===== src/rtl/disp_pkg.sv =====
// Shared constants, seven-segment codes and converter FSM states for the
// time display path.
package disp_pkg;

    localparam int unsigned MIN_SCAN_DIV = 32;
    localparam int unsigned NUM_DIGITS   = 4;

    // Active-low segment patterns, bit order {g,f,e,d,c,b,a}
    localparam logic [6:0] SEG_0     = 7'h40;
    localparam logic [6:0] SEG_1     = 7'h79;
    localparam logic [6:0] SEG_2     = 7'h24;
    localparam logic [6:0] SEG_3     = 7'h30;
    localparam logic [6:0] SEG_4     = 7'h19;
    localparam logic [6:0] SEG_5     = 7'h12;
    localparam logic [6:0] SEG_6     = 7'h02;
    localparam logic [6:0] SEG_7     = 7'h78;
    localparam logic [6:0] SEG_8     = 7'h00;
    localparam logic [6:0] SEG_9     = 7'h10;
    localparam logic [6:0] SEG_BLANK = 7'h7F;

    typedef enum logic [2:0] {
        IDLE,
        CONV_H,
        CONV_M,
        CONV_S,
        PEND
    } conv_state_t;

    function automatic logic [6:0] seg_encode(input logic [3:0] digit);
        logic [6:0] code;
        case (digit)
            4'd0:    code = SEG_0;
            4'd1:    code = SEG_1;
            4'd2:    code = SEG_2;
            4'd3:    code = SEG_3;
            4'd4:    code = SEG_4;
            4'd5:    code = SEG_5;
            4'd6:    code = SEG_6;
            4'd7:    code = SEG_7;
            4'd8:    code = SEG_8;
            4'd9:    code = SEG_9;
            default: code = SEG_BLANK;
        endcase
        return code;
    endfunction

endpackage


===== src/rtl/time_display_mux_if.sv =====
// Time-in / segment-out bus between the counters and the display driver.
interface time_display_mux_if;

    logic [4:0] hours_i;
    logic [5:0] mins_i;
    logic [5:0] secs_i;
    logic       page_i;
    logic       en_i;
    logic [6:0] seg_o;
    logic [3:0] an_o;
    logic       dp_o;

    modport master (
        output hours_i, mins_i, secs_i, page_i, en_i,
        input  seg_o, an_o, dp_o
    );

    modport slave (
        input  hours_i, mins_i, secs_i, page_i, en_i,
        output seg_o, an_o, dp_o
    );

endinterface


===== src/rtl/time_display_mux_bin2bcd_seq.sv =====
// Sequential subtract-10 binary to BCD converter for values 0..63;
// takes tens+1 cycles after start, done marks the final cycle.
module bin2bcd_seq (
    input  logic       clk,
    input  logic       reset,
    input  logic       start,
    input  logic [5:0] value,
    output logic       busy,
    output logic       done,
    output logic [2:0] tens,
    output logic [3:0] ones
);

    logic [5:0] rem_q;
    logic [2:0] tens_q;
    logic       busy_q;

    always_ff @(posedge clk or negedge reset) begin
        if (!reset) begin
            rem_q  <= '0;
            tens_q <= '0;
            busy_q <= 1'b0;
        end else if (start) begin
            rem_q  <= value;
            tens_q <= '0;
            busy_q <= 1'b1;
        end else if (busy_q) begin
            if (rem_q >= 6'd10) begin
                rem_q  <= rem_q - 6'd10;
                tens_q <= tens_q + 3'd1;
            end else begin
                busy_q <= 1'b0;
            end
        end
    end

    assign busy = busy_q;
    assign done = busy_q && (rem_q < 6'd10);
    assign tens = tens_q;
    assign ones = rem_q[3:0];

endmodule


===== src/rtl/time_display_mux.sv =====
// Four-digit multiplexed 7-segment driver for HH:MM / MM:SS pages.
// Optional DISP_LEADING_ZERO_BLANK_EN blanks a zero in the leftmost digit.
module time_display_mux
    import disp_pkg::*;
#(
    parameter int unsigned SCAN_DIV = 100000
) (
    input  logic               clk,
    input  logic               reset,
    time_display_mux_if.slave  bus
);

    localparam int unsigned CW = $clog2(SCAN_DIV);

    if (SCAN_DIV < MIN_SCAN_DIV) begin : g_scan_div_check
        $error("SCAN_DIV must be at least %0d", MIN_SCAN_DIV);
    end

    logic [CW-1:0] cnt_q;
    logic [1:0]    idx_q;
    logic          first_q;
    logic          tc;
    logic          frame_start;

    logic [5:0]    snap_m, snap_s;
    logic          snap_p;

    conv_state_t   state_q, state_d;
    logic          conv_start, conv_busy, conv_done;
    logic [5:0]    conv_val;
    logic [2:0]    conv_tens;
    logic [3:0]    conv_ones;

    logic [3:0]    h_t, h_o, m_t, m_o, s_t, s_o;
    logic [3:0]    pend_q [NUM_DIGITS];
    logic [3:0]    disp_q [NUM_DIGITS];

    logic [3:0]    cur_digit;
    logic [6:0]    cur_seg;
    logic [6:0]    seg_q;
    logic [3:0]    an_q;
    logic          dp_q;

    assign tc          = (cnt_q == CW'(SCAN_DIV - 1));
    assign frame_start = first_q || (tc && (idx_q == 2'd3));

    always_ff @(posedge clk or negedge reset) begin
        if (!reset) begin
            cnt_q   <= '0;
            idx_q   <= '0;
            first_q <= 1'b1;
        end else begin
            first_q <= 1'b0;
            if (tc) begin
                cnt_q <= '0;
                idx_q <= idx_q + 2'd1;
            end else begin
                cnt_q <= cnt_q + CW'(1);
            end
        end
    end

    // Hours are consumed by the converter on the frame-start edge itself,
    // so only minutes, seconds and page need holding for later states.
    always_ff @(posedge clk or negedge reset) begin
        if (!reset) begin
            snap_m <= '0;
            snap_s <= '0;
            snap_p <= 1'b0;
            for (int unsigned i = 0; i < NUM_DIGITS; i++) disp_q[i] <= '0;
        end else if (frame_start) begin
            snap_m <= bus.mins_i;
            snap_s <= bus.secs_i;
            snap_p <= bus.page_i;
            for (int unsigned i = 0; i < NUM_DIGITS; i++) disp_q[i] <= pend_q[i];
        end
    end

    always_ff @(posedge clk or negedge reset) begin
        if (!reset) state_q <= IDLE;
        else        state_q <= state_d;
    end

    always_comb begin
        state_d    = state_q;
        conv_start = 1'b0;
        conv_val   = {1'b0, bus.hours_i};
        case (state_q)
            IDLE: begin
                if (frame_start && !conv_busy) begin
                    state_d    = CONV_H;
                    conv_start = 1'b1;
                end
            end
            CONV_H: begin
                if (conv_done) begin
                    state_d    = CONV_M;
                    conv_start = 1'b1;
                    conv_val   = snap_m;
                end
            end
            CONV_M: begin
                if (conv_done) begin
                    state_d    = CONV_S;
                    conv_start = 1'b1;
                    conv_val   = snap_s;
                end
            end
            CONV_S:  if (conv_done) state_d = PEND;
            PEND:    state_d = IDLE;
            default: state_d = IDLE;
        endcase
    end

    bin2bcd_seq u_conv (
        .clk   (clk),
        .reset (reset),
        .start (conv_start),
        .value (conv_val),
        .busy  (conv_busy),
        .done  (conv_done),
        .tens  (conv_tens),
        .ones  (conv_ones)
    );

    always_ff @(posedge clk or negedge reset) begin
        if (!reset) begin
            h_t <= '0; h_o <= '0;
            m_t <= '0; m_o <= '0;
            s_t <= '0; s_o <= '0;
            for (int unsigned i = 0; i < NUM_DIGITS; i++) pend_q[i] <= '0;
        end else begin
            if (conv_done) begin
                case (state_q)
                    CONV_H:  begin h_t <= {1'b0, conv_tens}; h_o <= conv_ones; end
                    CONV_M:  begin m_t <= {1'b0, conv_tens}; m_o <= conv_ones; end
                    CONV_S:  begin s_t <= {1'b0, conv_tens}; s_o <= conv_ones; end
                    default: ;
                endcase
            end
            if (state_q == PEND) begin
                if (snap_p) begin
                    pend_q[3] <= m_t; pend_q[2] <= m_o;
                    pend_q[1] <= s_t; pend_q[0] <= s_o;
                end else begin
                    pend_q[3] <= h_t; pend_q[2] <= h_o;
                    pend_q[1] <= m_t; pend_q[0] <= m_o;
                end
            end
        end
    end

    always_comb begin
        cur_digit = disp_q[idx_q];
        cur_seg   = seg_encode(cur_digit);
`ifdef DISP_LEADING_ZERO_BLANK_EN
        if ((idx_q == 2'd3) && (cur_digit == 4'd0)) cur_seg = SEG_BLANK;
`endif
    end

    always_ff @(posedge clk or negedge reset) begin
        if (!reset) begin
            seg_q <= SEG_BLANK;
            an_q  <= '1;
            dp_q  <= 1'b1;
        end else if (!bus.en_i) begin
            seg_q <= SEG_BLANK;
            an_q  <= '1;
            dp_q  <= 1'b1;
        end else begin
            seg_q <= cur_seg;
            an_q  <= ~(4'b0001 << idx_q);
            dp_q  <= (idx_q != 2'd2);
        end
    end

    assign bus.seg_o = seg_q;
    assign bus.an_o  = an_q;
    assign bus.dp_o  = dp_q;

endmodule

===== src/flat_wrapper.sv =====
// flat-port wrapper written by rule: the top's interface ports become plain ports
module time_display_mux_flat import disp_pkg::*;
#(
    parameter int unsigned SCAN_DIV = 100000
)
  (clk, reset, bus_hours_i, bus_mins_i, bus_secs_i, bus_page_i, bus_en_i, bus_seg_o, bus_an_o, bus_dp_o);
  time_display_mux_if bus_i ();
  input  logic clk;
  input  logic reset;
  input wire logic [$bits(bus_i.hours_i)-1:0] bus_hours_i;
  input wire logic [$bits(bus_i.mins_i)-1:0] bus_mins_i;
  input wire logic [$bits(bus_i.secs_i)-1:0] bus_secs_i;
  input wire logic [$bits(bus_i.page_i)-1:0] bus_page_i;
  input wire logic [$bits(bus_i.en_i)-1:0] bus_en_i;
  output wire logic [$bits(bus_i.seg_o)-1:0] bus_seg_o;
  output wire logic [$bits(bus_i.an_o)-1:0] bus_an_o;
  output wire logic [$bits(bus_i.dp_o)-1:0] bus_dp_o;
  assign bus_i.hours_i = bus_hours_i;
  assign bus_i.mins_i = bus_mins_i;
  assign bus_i.secs_i = bus_secs_i;
  assign bus_i.page_i = bus_page_i;
  assign bus_i.en_i = bus_en_i;
  assign bus_seg_o = bus_i.seg_o;
  assign bus_an_o = bus_i.an_o;
  assign bus_dp_o = bus_i.dp_o;
  time_display_mux #(.SCAN_DIV(SCAN_DIV)) u_core (.clk(clk), .reset(reset), .bus(bus_i));
endmodule

===== config.mk =====
export PLATFORM = sky130hd
export DESIGN_NAME = time_display_mux_flat
export DESIGN_NICKNAME = d
export VERILOG_FILES = /design/src/rtl/disp_pkg.sv /design/src/rtl/time_display_mux_if.sv /design/src/rtl/time_display_mux_bin2bcd_seq.sv /design/src/rtl/time_display_mux.sv /design/src/flat_wrapper.sv
export SDC_FILE = /design/constraint.sdc
export NUM_CORES = 1
export LEC_CHECK = 0
export ABC_CLOCK_PERIOD_IN_PS = 2300
export BUFFER_PORTS_ARGS = -buffer_cell sky130_fd_sc_hd__buf_2
export CAP_MARGIN = 20
export CORE_ASPECT_RATIO = 1.25
export CORE_MARGIN = 2
export CORE_UTILIZATION = 30
export CTS_BUF_LIST = sky130_fd_sc_hd__clkbuf_8
export DETAILED_ROUTE_END_ITERATION = 8
export PLACE_DENSITY = 0.44
export SETUP_SLACK_MARGIN = 0.1
export SYNTH_ARGS = -nofsm -noshare
export SYNTH_HDL_FRONTEND = slang
export SYNTH_HIERARCHICAL = 1
export SYNTH_SLANG_ARGS = --single-unit

===== constraint.sdc =====
create_clock -name clk -period 2.3 [get_ports clk]
set_input_delay 0.23 -clock clk [delete_from_list [all_inputs] [get_ports clk]]
set_output_delay 0.23 -clock clk [all_outputs]
set_load 0.005 [all_outputs]

==> metrics.md, run 1 <==
| Metric | Value |
|---|---|
| Setup violations, final | `0` |
| Worst min path class | `primary input to flip-flop` |
| WHS | `0.0566 ns` |
| Critical path class | `flip-flop to flip-flop` |
| Gate Count Post-Synth | `419` |
| Register Area | `2670 um^2` |
| HPWL after detailed placement | `7010 um` |
| Flop2flop setup slack | `0.18 ns` |
| Gp weighted congestion | `0.788` |
| Final Max Slew Viols | `0` |
| Clock period minus worst slack | `2.12 ns` |
| Hold Path Origin | `bus_mins_i[3]` |
| Number of CTS-inserted buffers | `9` |
| Worst slew pin tran | `0.771 ns` |
| Post-synth EDFFs | `0` |
| Cell Int Power | `0.00377 W` |
| TNS Setup | `0 ns` |
| Final Hold Viols | `0` |
| Port bufs | `32` |
| CTS tree | `done` |
| Primary FF master, synth | `dfrtp_1` |
| Layout cells sized above 1 | `30.2%` |
| First-pass GRT wire length | `16,600 um` |
| Clock Path Buffers | `2` |
| Unique masters post-synth | `51` |
| Worst Path Required | `2.59 ns` |
| Power share of the clock group | `19.5%` |
| Cell repeated most along the worst path | `and4_4` |
| Pwr Density | `1000 nW/um^2` |
| Sequential power share | `49.0%` |
| Largest net degree at the start of global routing | `49` |
| Slew HR | `48.6%` |
| Outcome | `finished clean` |
| Net Sw Power | `0.00194 W` |
| Die W | `119 um` |
| Clock H-tree levels | `3` |
| Max Cap Viol | `0` |
| Syn_nets | `452` |
| Routed wire length | `9710 um` |
| Critical path's slowest cell | `dfrtp_1` |
| Skew final | `0.0171 ns` |
| Sequential fraction of the synthesis area | `53.5%` |
| CP Capture Type | `flip-flop` |
| Worst-Skew Late Latency | `0.39 ns` |
| CP Launch Type | `flip-flop` |
| RSZ-0062 raised after global routing | `true` |
| Switch share | `34.0%` |
| WL/cell | `14.2 um` |
| Dpl cells | `669` |
| Leak | `2.63 nW` |
| Row cnt | `52` |
| Vias in the first global route | `3,278` |
| Final Util | `35.0%` |
| Async S/R FF share, synth | `100%` |
| Synthesis-to-finish area growth | `14.2%` |
| Clock Pin Slew Worst Setup and Hold Paths | `0.11 ns` |
| Total track usage | `12.0%` |
| Crit-path cells | `ha_4, and4_4, and4_4, a221oi_1, nor3_2, mux2_2` |
| Comb pwr share | `31.5%` |
| Reg2Reg Capture Point | `u_core/u_conv/rem_q[0]` |
| Hold Path End | `u_core/snap_m[3]` |
| Initial DRC count | `160` |
| Crit share post-route | `92.3%` |
| Grt ovf | `0` |
| Initial antenna violation count | `0` |
| Sink Count | `106` |
| Nets | `498` |
| Via count | `3,116` |
| Max stage delay on crit path | `0.43 ns` |
| Ant diodes | `0` |
| Hold-critical path depth | `2` |
| Post-route ant nets | `0` |
| DRC errors left | `0` |
| Die area | `17,700 um^2` |
| VDD IR max | `305 uV` |
| Flops & latches, synth | `106` |
| Cell Area, Synth | `4990 um^2` |
| Starting density of the core | `30.7%` |
| Worst Reg2Reg Path Length in Cells | `6` |
| Worst R2R Start | `u_core/cnt_q[0]` |
| Vias/cell | `4.54` |
| Yosys warns | `6` |
| Final cell count without fillers | `686` |
| Worst-path fanout max | `6` |
| 1st-pass router iterations | `4` |
| Core box area | `16,300 um^2` |
| Root buf cell | `clkbuf_8` |
| F_max | `471 MHz` |
| Filler Cell Count | `1,652` |
| Syn_area_per_cell | `11.9 um^2` |
| CP arrival | `2.41 ns` |
| Die height | `148 um` |
| Post CTS Setup Buffer Count | `0` |
| IO Count | `33` |
| Multi-input logic area | `2120 um^2` |
## synth_stat cells, drive strengths merged, types with 2 or more instances
cell / number / area share, %
nand4: 3 / 0.38
o21ai: 16 / 1.6
dfrtp: 94 / 47
mux2: 42 / 11
nor4: 2 / 0.25
o31ai: 3 / 0.73
nor4b: 4 / 0.70
buf: 15 / 2.6
and4: 5 / 0.98
xor2: 13 / 2.3
or4: 2 / 0.30
a21oi: 23 / 2.5
mux4: 3 / 1.4
a22oi: 5 / 0.75
dfstp: 12 / 6.3
xnor2: 9 / 1.6
nor3b: 3 / 0.45
mux2i: 19 / 3.8
nor2b: 4 / 0.50
nand3: 8 / 0.80
nand2: 37 / 2.8
nor3: 5 / 0.50
clkbuf: 9 / 0.68
ha: 12 / 3.0
a31oi: 3 / 0.38
o21a: 2 / 0.30
nor2: 33 / 2.5
inv: 16 / 1.2
or2: 2 / 0.25
nand2b: 2 / 0.25
## metrics by stage
stage               instance area, um^2  power [W]  setup WS, ns
floorplan                          4990    0.00408         0.143
global placement                   5490    0.00462         0.109
detailed placement                 5490    0.00466        0.0900
CTS                                5680    0.00580         0.135
global route                       5690    0.00616        0.0696
finish                             5690    0.00571         0.177
## critical path, delay by kind of cell (launching register included)
kind / cells / cell delay [ns]
mux: 1 / 0.40
simple gates: 3 / 0.95
compound gates: 1 / 0.09
flops: 1 / 0.43
fa+ha+maj: 1 / 0.17
## area by class of cell
class,instances,area share [%]
clock buffer,9,2.18
clock inverter,7,0.989
inverter,17,1.12
multi-input combinational,272,37.2
sequential,106,46.8
tap,216,4.75
timing repair buffer,59,6.90
## worst max-delay path by stage
stage,endpoint,start
4_1_cts,u_core/u_conv/rem_q[0],u_core/cnt_q[0]
5_1_grt,u_core/u_conv/rem_q[0],u_core/cnt_q[0]
6_report,u_core/u_conv/rem_q[0],u_core/cnt_q[0]
3_3_place_gp,u_core/u_conv/rem_q[0],u_core/cnt_q[0]
2_1_floorplan,u_core/h_o[3],u_core/u_conv/rem_q[1]
3_5_place_dp,u_core/u_conv/rem_q[0],u_core/cnt_q[0]
## cell families (layout without fill, tap and decap cells)
logic type | after synthesis | after routing | share of synthesized area [%]
other | 1 | 1 | 0.0752
adders and majority gates | 12 | 12 | 3.01
DFF | 106 | 106 | 53.5
and+or+nand+nor | 116 | 116 | 11.7
xor gates and xnor gates | 22 | 22 | 3.86
buffers and inverters | 41 | 92 | 4.57
muxes | 64 | 64 | 16.2
AOI/OAI and AO/OA | 57 | 57 | 7.18
## what timing repair did
item	4_1_cts	5_1_grt
endpoints found under the setup margin	1	20
resized for setup	0	4
cloned	0	0
pin swaps	1	2
hold buffers	1	0
hold endpoints to repair	44	0
## cells in the final DEF (no fill, tap or decap), types with 3 or more instances in the layout
master,n
nor3_2,3
clkbuf_8,9
dfstp_2,12
mux2i_1,19
a31oi_1,3
and4_1,3
xnor2_1,9
nand2_1,37
mux4_2,3
nor2_1,33
a22oi_1,5
nor4b_1,4
nor3b_1,3
dfrtp_1,94
inv_6,4
a21oi_1,22
mux2_4,20
nand4_1,3
inv_1,16
ha_1,11
o21ai_0,14
xor2_1,13
nand3_1,8
mux2_2,22
buf_2,31
buf_4,25
nor2b_1,4
## layer usage
layer	up-vias	share of wire [%]	routed length [um]	global-route usage, %
met2	56	49	4780	20.3
li1	1536	-	-	-
met1	1508	45	4410	14.9
met3	16	3.3	324	2.57
met5	-	0	0	0
met4	0	2.0	191	5.29
## power groups by stage
stage / registers, W / logic, W / clock network (W)
floorplan: 0.00273 / 0.00135 / 0
global placement: 0.00284 / 0.00178 / 0
detailed placement: 0.00285 / 0.00181 / 0
CTS: 0.00281 / 0.00182 / 0.00117
global route: 0.00289 / 0.00203 / 0.00124
finish: 0.00280 / 0.00180 / 0.00111
## flip-flops by register name, summed over array words and instances, names as in the netlist
register             flops
u_core/cnt_q            17
u_core/disp_q           14
u_core/pend_q           14
u_core/bus.seg_o         7
u_core/snap_m            6
u_core/snap_s            6
u_core/u_conv/rem_q      6
u_core/bus.an_o          4
u_core/h_o               4
u_core/m_o               4
u_core/s_o               4
u_core/h_t               3
u_core/m_t               3
u_core/s_t               3
u_core/state_q           3
u_core/u_conv/tens       3
u_core/idx_q             2
u_core/first_q           1
u_core/snap_p            1
u_core/u_conv/busy       1
Power figures use the tool's default switching activity.
==> run 2, diff against run 1 <==
--- a/config.mk
+++ b/config.mk
@@ -5,11 +5,12 @@
 export SDC_FILE = /design/constraint.sdc
 export NUM_CORES = 1
 export LEC_CHECK = 0
+export ABC_AREA = 1
 export ABC_CLOCK_PERIOD_IN_PS = 2300
 export BUFFER_PORTS_ARGS = -buffer_cell sky130_fd_sc_hd__buf_2
 export CAP_MARGIN = 20
 export CORE_ASPECT_RATIO = 1.25
-export CORE_MARGIN = 2
+export CORE_MARGIN = 1
 export CORE_UTILIZATION = 30
 export CTS_BUF_LIST = sky130_fd_sc_hd__clkbuf_8
 export DETAILED_ROUTE_END_ITERATION = 8
==> run 2 against run 1 <==
Against the previous run: wire length grew 8.2%; sequential power shrank 6%; total power shrank 6.3%; register-to-register slack gained 0.10 ns; die area shrank 2.8%; hold slack lost 0.020 ns; sequential share of layout area grew 0.43 points; clock skew shrank 0.0047 ns.
==> metrics.md, run 2 <==
| Metric | Value |
|---|---|
| Worst Path Buf+Inv | `5` |
| Sequential power share | `49.4%` |
| First-pass GRT wire length | `18,200 um` |
| Sink Count | `106` |
| Critical path class | `flip-flop to flip-flop` |
| Dpl cells | `819` |
| Gate Count Post-Synth | `584` |
| Final cell count without fillers | `844` |
| Flops & latches, synth | `106` |
| HPWL after detailed placement | `7320 um` |
| Die area | `17,200 um^2` |
| Max Cap Viol | `0` |
| Final Max Slew Viols | `0` |
| CP Launch Type | `flip-flop` |
| Total power | `0.00535 W` |
| Worst-path fanout max | `7` |
| Post-synth top cells | `nand2_1, dfrtp_1, inv_1, o21ai_0, nor2_1` |
| Leak | `2.78 nW` |
| Clock H-tree levels | `3` |
| VDD IR max | `380 uV` |
| Unique masters post-synth | `36` |
| Starting density of the core | `30.7%` |
| IO Count | `33` |
| Syn_nets | `617` |
| Top delay family on crit path | `simple AND/OR/NAND/NOR gates` |
| Root buf cell | `clkbuf_8` |
| WL/cell | `12.5 um` |
| Dpl ws | `0.117 ns` |
| Async S/R FF share, synth | `100%` |
| CP Capture Type | `flip-flop` |
| Cell Area, Synth | `5000 um^2` |
| Layout cells sized above 1 | `16.4%` |
| Largest net degree at the start of global routing | `71` |
| Slew HR | `63.5%` |
| Grt ovf | `0` |
| Clock Pin Slew Worst Setup and Hold Paths | `0.10 ns` |
| Crit-path cells | `o21ai_2, nand3_4, nor2_4, inv_1, nor2_2, inv_2, nand2_1, inv_2, nand2_2, clkinvlp_4, buf_4, nand2_4, nand2_1, nand2_1` |
| Vias/cell | `4.45` |
| Post-DP Area | `5380 um^2` |
| Die height | `146 um` |
| Hold Path Origin | `bus_en_i` |
| Largest register by flop count | `u_core/cnt_q` |
| Comb pwr share | `31.7%` |
| Nets | `656` |
| Pwr Density | `947 nW/um^2` |
| Post-synth EDFFs | `0` |
| DRC errors left | `0` |
| Skew final | `0.0124 ns` |
| Worst min path class | `primary input to flip-flop` |
| Largest regs | `u_core/cnt_q x17, u_core/disp_q x14, u_core/pend_q x14` |
| Synth area leaders | `dfrtp_1, nand2_1, dfstp_2` |
| Crit share post-route | `87.9%` |
| Vias in the first global route | `3,700` |
| Top cell type's share of synthesized area | `47.0%` |
| Switch share | `36.7%` |
| Post-route design area | `5640 um^2` |
| Final setup margin | `0.278 ns` |
| Total track usage | `13.4%` |
| Die W | `117 um` |
| Synthesis-to-finish area growth | `12.9%` |
| Max stage delay on crit path | `0.43 ns` |
| CTS tree | `done` |
| Syn_area_per_cell | `8.56 um^2` |
| Worst-Skew Late Latency | `0.38 ns` |
| Most common cell in the netlist | `nand2_1` |
| Most frequent cells in the layout | `nand2_1, dfrtp_1, inv_1, o21ai_0, nor2_1` |
| Max reg flops | `17` |
| F_max | `495 MHz` |
| Cell Int Power | `0.00338 W` |
| Core box area | `16,300 um^2` |
| Via count | `3,760` |
| Setup violations, final | `0` |
| Ant diodes | `0` |
| Area leader, netlist | `dfrtp_1` |
| Clock period minus worst slack | `2.02 ns` |
| Outcome | `finished clean` |
| RSZ-0062 raised after global routing | `false` |
| Routed wire length | `10,500 um` |
| Net Sw Power | `0.00196 W` |
| Worst Path Required | `2.62 ns` |
| Critical path's slowest cell | `dfrtp_1` |
| 1st-pass router iterations | `4` |
| Crit path launch | `u_core/u_conv/rem_q[2]` |
| Initial DRC count | `135` |
| TNS Setup | `0 ns` |
| Row cnt | `52` |
| Initial antenna violation count | `0` |
| Filler Cell Count | `1,729` |
| CP arrival | `2.34 ns` |
| Post-route ant nets | `0` |
| Worst R2R Start | `u_core/u_conv/rem_q[2]` |
| Number of CTS-inserted buffers | `9` |
| Final Hold Viols | `0` |
| Port bufs | `32` |
| Clock Path Buffers | `2` |
| Power share of the clock group | `18.9%` |
| Gp weighted congestion | `0.797` |
| Primary FF master, synth | `dfrtp_1` |
| Cell repeated most along the worst path | `nand2_1` |
| Sequential fraction of the synthesis area | `53.4%` |
| Commonest non-fill, non-tap cell in the layout | `nand2_1` |
| Yosys warns | `6` |
| Worst slew pin tran | `0.547 ns` |
[run 2: changes by cell type after synthesis, moves of 8 or more]
cell and change:
mux2i_1 -19, inv_1 +54, nor2_1 +10, nand3_1 +24, a21oi_1 -10, o21ai_0 +41, mux2_2 -22, a31oi_1 +8
nand2_1 +124, mux2_4 -20
[run 2: worst paths after layout]
kind                                          end  slack [ns]  cells after the start
max                        u_core/u_conv/rem_q[3]        0.28                     14
min                            u_core/bus.an_o[2]        0.04                      2
max reg2reg                u_core/u_conv/rem_q[3]        0.28                     14
min reg2reg                      u_core/disp_q[9]        0.48                      2
max in group asynchronous          u_core/first_q        1.21                      3
min in group asynchronous        u_core/disp_q[7]        0.36                      2
[run 2: kinds of logic (layout without fill, tap and decap cells)]
kind of cell,Yosys count,in the layout,synth area share (%)
and+or+nand+nor,264,264,22.7
DFF,106,106,53.4
AOI/OAI and AO/OA,95,95,10.7
buffers and inverters,95,139,8.16
adders and majority gates,12,12,3.00
xor gates and xnor gates,11,11,1.93
other,1,1,0.0750
[run 2: final cells by class]
type                            instances  area (um^2)  share of cell area (%)
Sequential cell                       106         2670                    47.3
Multi-Input combinational cell        383         1960                    34.7
Timing Repair Buffer                   49          305                    5.41
Inverter                               74          282                    4.99
Tap cell                              216          270                    4.79
Clock buffer                            9          124                    2.20
Clock inverter                          7         35.0                   0.621
[run 2: timing repair]
item	4_1_cts	5_1_grt
gates resized for setup	2	8
setup buffers	3	5
pin swaps	0	2
endpoints found under the setup margin	1	10
hold buffers	1	0
hold endpoints to repair	25	0
[run 2: metrics by stage]
| stage | util, % | hold slack (ns) |
|---|---|---|
| CTS | 34.3 | 0.0181 |
| floorplan | - | -0.0656 |
| global placement | 33.0 | 0.239 |
| global route | 34.7 | 0.0381 |
| finish | 34.7 | 0.0361 |
| detailed placement | 33.0 | 0.246 |
[run 2: worst reg2reg max path, delay by kind of cell, from the launching register on]
kind | cells | cell delay [ns]
simple gates | 8 | 0.81
buf+inv | 5 | 0.51
flops | 1 | 0.43
compound gates | 1 | 0.23
[run 2: power groups by stage]
| stage | clock (W) | combinational (W) | sequential (W) |
|---|---|---|---|
| floorplan | 0 | 0.00124 | 0.00261 |
| global placement | 0 | 0.00156 | 0.00268 |
| detailed placement | 0 | 0.00158 | 0.00269 |
| CTS | 0.00107 | 0.00165 | 0.00265 |
| global route | 0.00113 | 0.00199 | 0.00271 |
| finish | 0.00101 | 0.00169 | 0.00264 |
[run 2: layer usage]
metal / up-vias / part of all wire (%) / track usage [%]
met5: - / 0 / 0
met4: 0 / 2.5 / 7.44
met3: 16 / 1.6 / 2.19
met2: 38 / 48 / 21.6
met1: 1777 / 47 / 17.1
li1: 1929 / - / -
==> run 3, diff against run 2 <==
--- a/config.mk
+++ b/config.mk
@@ -9,7 +9,7 @@
 export ABC_CLOCK_PERIOD_IN_PS = 2300
 export BUFFER_PORTS_ARGS = -buffer_cell sky130_fd_sc_hd__buf_2
 export CAP_MARGIN = 20
-export CORE_ASPECT_RATIO = 1.25
+export CORE_ASPECT_RATIO = 1.1
 export CORE_MARGIN = 1
 export CORE_UTILIZATION = 30
 export CTS_BUF_LIST = sky130_fd_sc_hd__clkbuf_8
==> run 3 against run 2 <==
Against the previous run: die area about the same; sequential share of layout area decreased by 0.081 points; cell area increased by 0.27%; cell count decreased by 1.5%; clock power increased by 14%; sequential power about the same; first-iteration DRC count increased by 69%; clock-buffer cell count unchanged; hold slack got worse by 0.0012 ns; core utilization about the same; via count increased by 0.40%; combinational power increased by 2%; critical endpoint is now u_core/u_conv/rem_q[2]; highest routed layer unchanged.
==> metrics.md, run 3 (same netlist as run 2, synthesis figures left out) <==
| Metric | Value |
|---|---|
| Outcome | `finished clean` |
| Root buf cell | `clkbuf_8` |
| Sink Count | `106` |
| Worst Path Buf+Inv | `5` |
| RSZ-0062 raised after global routing | `false` |
| Grt ovf | `0` |
| Clock Path Buffers | `2` |
| 1st-pass router iterations | `7` |
| Worst Path Required | `2.58 ns` |
| IO Count | `33` |
| Max reg flops | `17` |
| Via count | `3,775` |
| Die height | `137 um` |
| Setup violations, final | `0` |
| Gp weighted congestion | `0.816` |
| Ant diodes | `0` |
| Top delay family on crit path | `simple AND/OR/NAND/NOR gates` |
| Worst R2R Start | `u_core/u_conv/rem_q[1]` |
| Largest register by flop count | `u_core/cnt_q` |
| HPWL after detailed placement | `7160 um` |
| Routed wire length | `10,600 um` |
| CP Launch Type | `flip-flop` |
| Slew HR | `59.4%` |
| VDD IR max | `493 uV` |
| Hold Path Origin | `bus_en_i` |
| Final Hold Viols | `0` |
| DRC errors left | `0` |
| Port bufs | `32` |
| Layout cells sized above 1 | `17.2%` |
| Pwr Density | `974 nW/um^2` |
| Commonest non-fill, non-tap cell in the layout | `nand2_1` |
| Vias/cell | `4.54` |
| Most frequent cells in the layout | `nand2_1, dfrtp_1, inv_1, o21ai_0, nor2_1` |
| Row cnt | `49` |
| Clock period minus worst slack | `1.99 ns` |
| Final cell count without fillers | `831` |
| Largest regs | `u_core/cnt_q x17, u_core/disp_q x14, u_core/pend_q x14` |
| Skew final | `0.00782 ns` |
| First-pass GRT wire length | `18,800 um` |
| Die area | `17,200 um^2` |
| Nets | `655` |
| WL/cell | `12.8 um` |
| Initial DRC count | `228` |
| Worst slew pin tran | `0.609 ns` |
| Starting density of the core | `30.7%` |
| Final Max Slew Viols | `0` |
| Worst-Skew Late Latency | `0.38 ns` |
| Vias in the first global route | `3,892` |
| Crit path launch | `u_core/u_conv/rem_q[1]` |
| Critical path's slowest cell | `dfrtp_2` |
| Leak | `2.78 nW` |
| Filler Cell Count | `1,695` |
| Die W | `125 um` |
| Dpl cells | `808` |
| Synthesis-to-finish area growth | `13.2%` |
| Worst min path class | `primary input to flip-flop` |
| Final Util | `34.7%` |
| Post-route ant nets | `0` |
| Crit share post-route | `86.7%` |
| Number of CTS-inserted buffers | `9` |
| CP arrival | `2.27 ns` |
| Max Cap Viol | `0` |
| Total track usage | `13.9%` |
| Initial antenna violation count | `0` |
| Max stage delay on crit path | `0.45 ns` |
| Worst-path fanout max | `7` |
| CP Capture Type | `flip-flop` |
| Clock H-tree levels | `3` |
| Core box area | `16,300 um^2` |
| TNS Setup | `0 ns` |
| Critical path class | `flip-flop to flip-flop` |
| CTS tree | `done` |
| Crit-path cells | `o21ai_4, nand3_4, nor2_4, inv_1, nor2_2, inv_2, nand2_1, inv_2, nand2_2, clkinvlp_4, buf_4, nand3_1, nand2_1` |
| F_max | `502 MHz` |
| Largest net degree at the start of global routing | `107` |
| Clock Pin Slew Worst Setup and Hold Paths | `0.10 ns` |
==> run 3: path summary, 6_finish.rpt <==
kind                                     endpoint  slack (ns)  cells past startpoint
min reg2reg                      u_core/disp_q[0]        0.49                      2
max reg2reg                u_core/u_conv/rem_q[2]        0.31                     13
min                            u_core/bus.an_o[1]        0.03                      2
max                        u_core/u_conv/rem_q[2]        0.31                     13
min in group asynchronous        u_core/disp_q[6]        0.42                      3
max in group asynchronous  u_core/u_conv/rem_q[2]        1.35                      3
==> run 3: layout make-up <==
type                    instances  area (um^2)  share of cell area (%)
flip-flops and latches        106         2670                    47.2
repair buffers                 48          298                    5.26
clock inverters                 7         62.6                    1.11
clock buffers                   9          124                    2.19
inverters                      74          282                    4.98
multi-input cells             383         1970                    34.8
well taps                     204          255                    4.51
==> run 3: per-stage QoR <==
stage	power, W	cell area [um^2]	hold slack [ns]	worst slack [ns]
after floorplan	0.00385	5000	-0.0656	0.293
after global placement	0.00424	5370	0.359	0.151
after detailed placement	0.00429	5370	0.364	0.0271
after CTS	0.00555	5600	0.0114	0.120
after global routing	0.00602	5660	0.0215	0.120
final	0.00551	5660	0.0350	0.307
==> run 3: worst reg2reg max path, cell delays in order (launching register included) <==
cell        delay, ns
dfrtp_2          0.45
o21ai_4          0.19
nand3_4          0.13
nor2_4           0.12
inv_1            0.09
nor2_2           0.13
inv_2            0.05
nand2_1          0.06
inv_2            0.08
nand2_2          0.11
clkinvlp_4       0.16
buf_4            0.19
nand3_1          0.08
nand2_1          0.06
==> run 3: timing repair <==
action,in CTS,in global routing
hold buffers,1,0
pin swaps,0,3
setup endpoints to repair,7,9
cloned,0,0
hold endpoints to repair,94,0
buffers inserted,3,3
resized for setup,4,9
==> run 3: where the power goes <==
part / leakage, nW / internal, W / total (W) / switching, W
Combinational: 1.33 / 0.000650 / 0.00173 / 0.00108
Sequential: 1.35 / 0.00236 / 0.00264 / 0.000273
Clock: 0.104 / 0.000495 / 0.00115 / 0.000651
Total: 2.78 / 0.00351 / 0.00551 / 0.00200
==> run 3: metal layers <==
layer	up-vias	track usage [%]	part of all wire, %
li1	1924	-	-
met1	1790	17.5	49
met2	48	23.4	47
met3	13	2.76	2.6
met4	0	5.56	1.6
met5	-	0	0
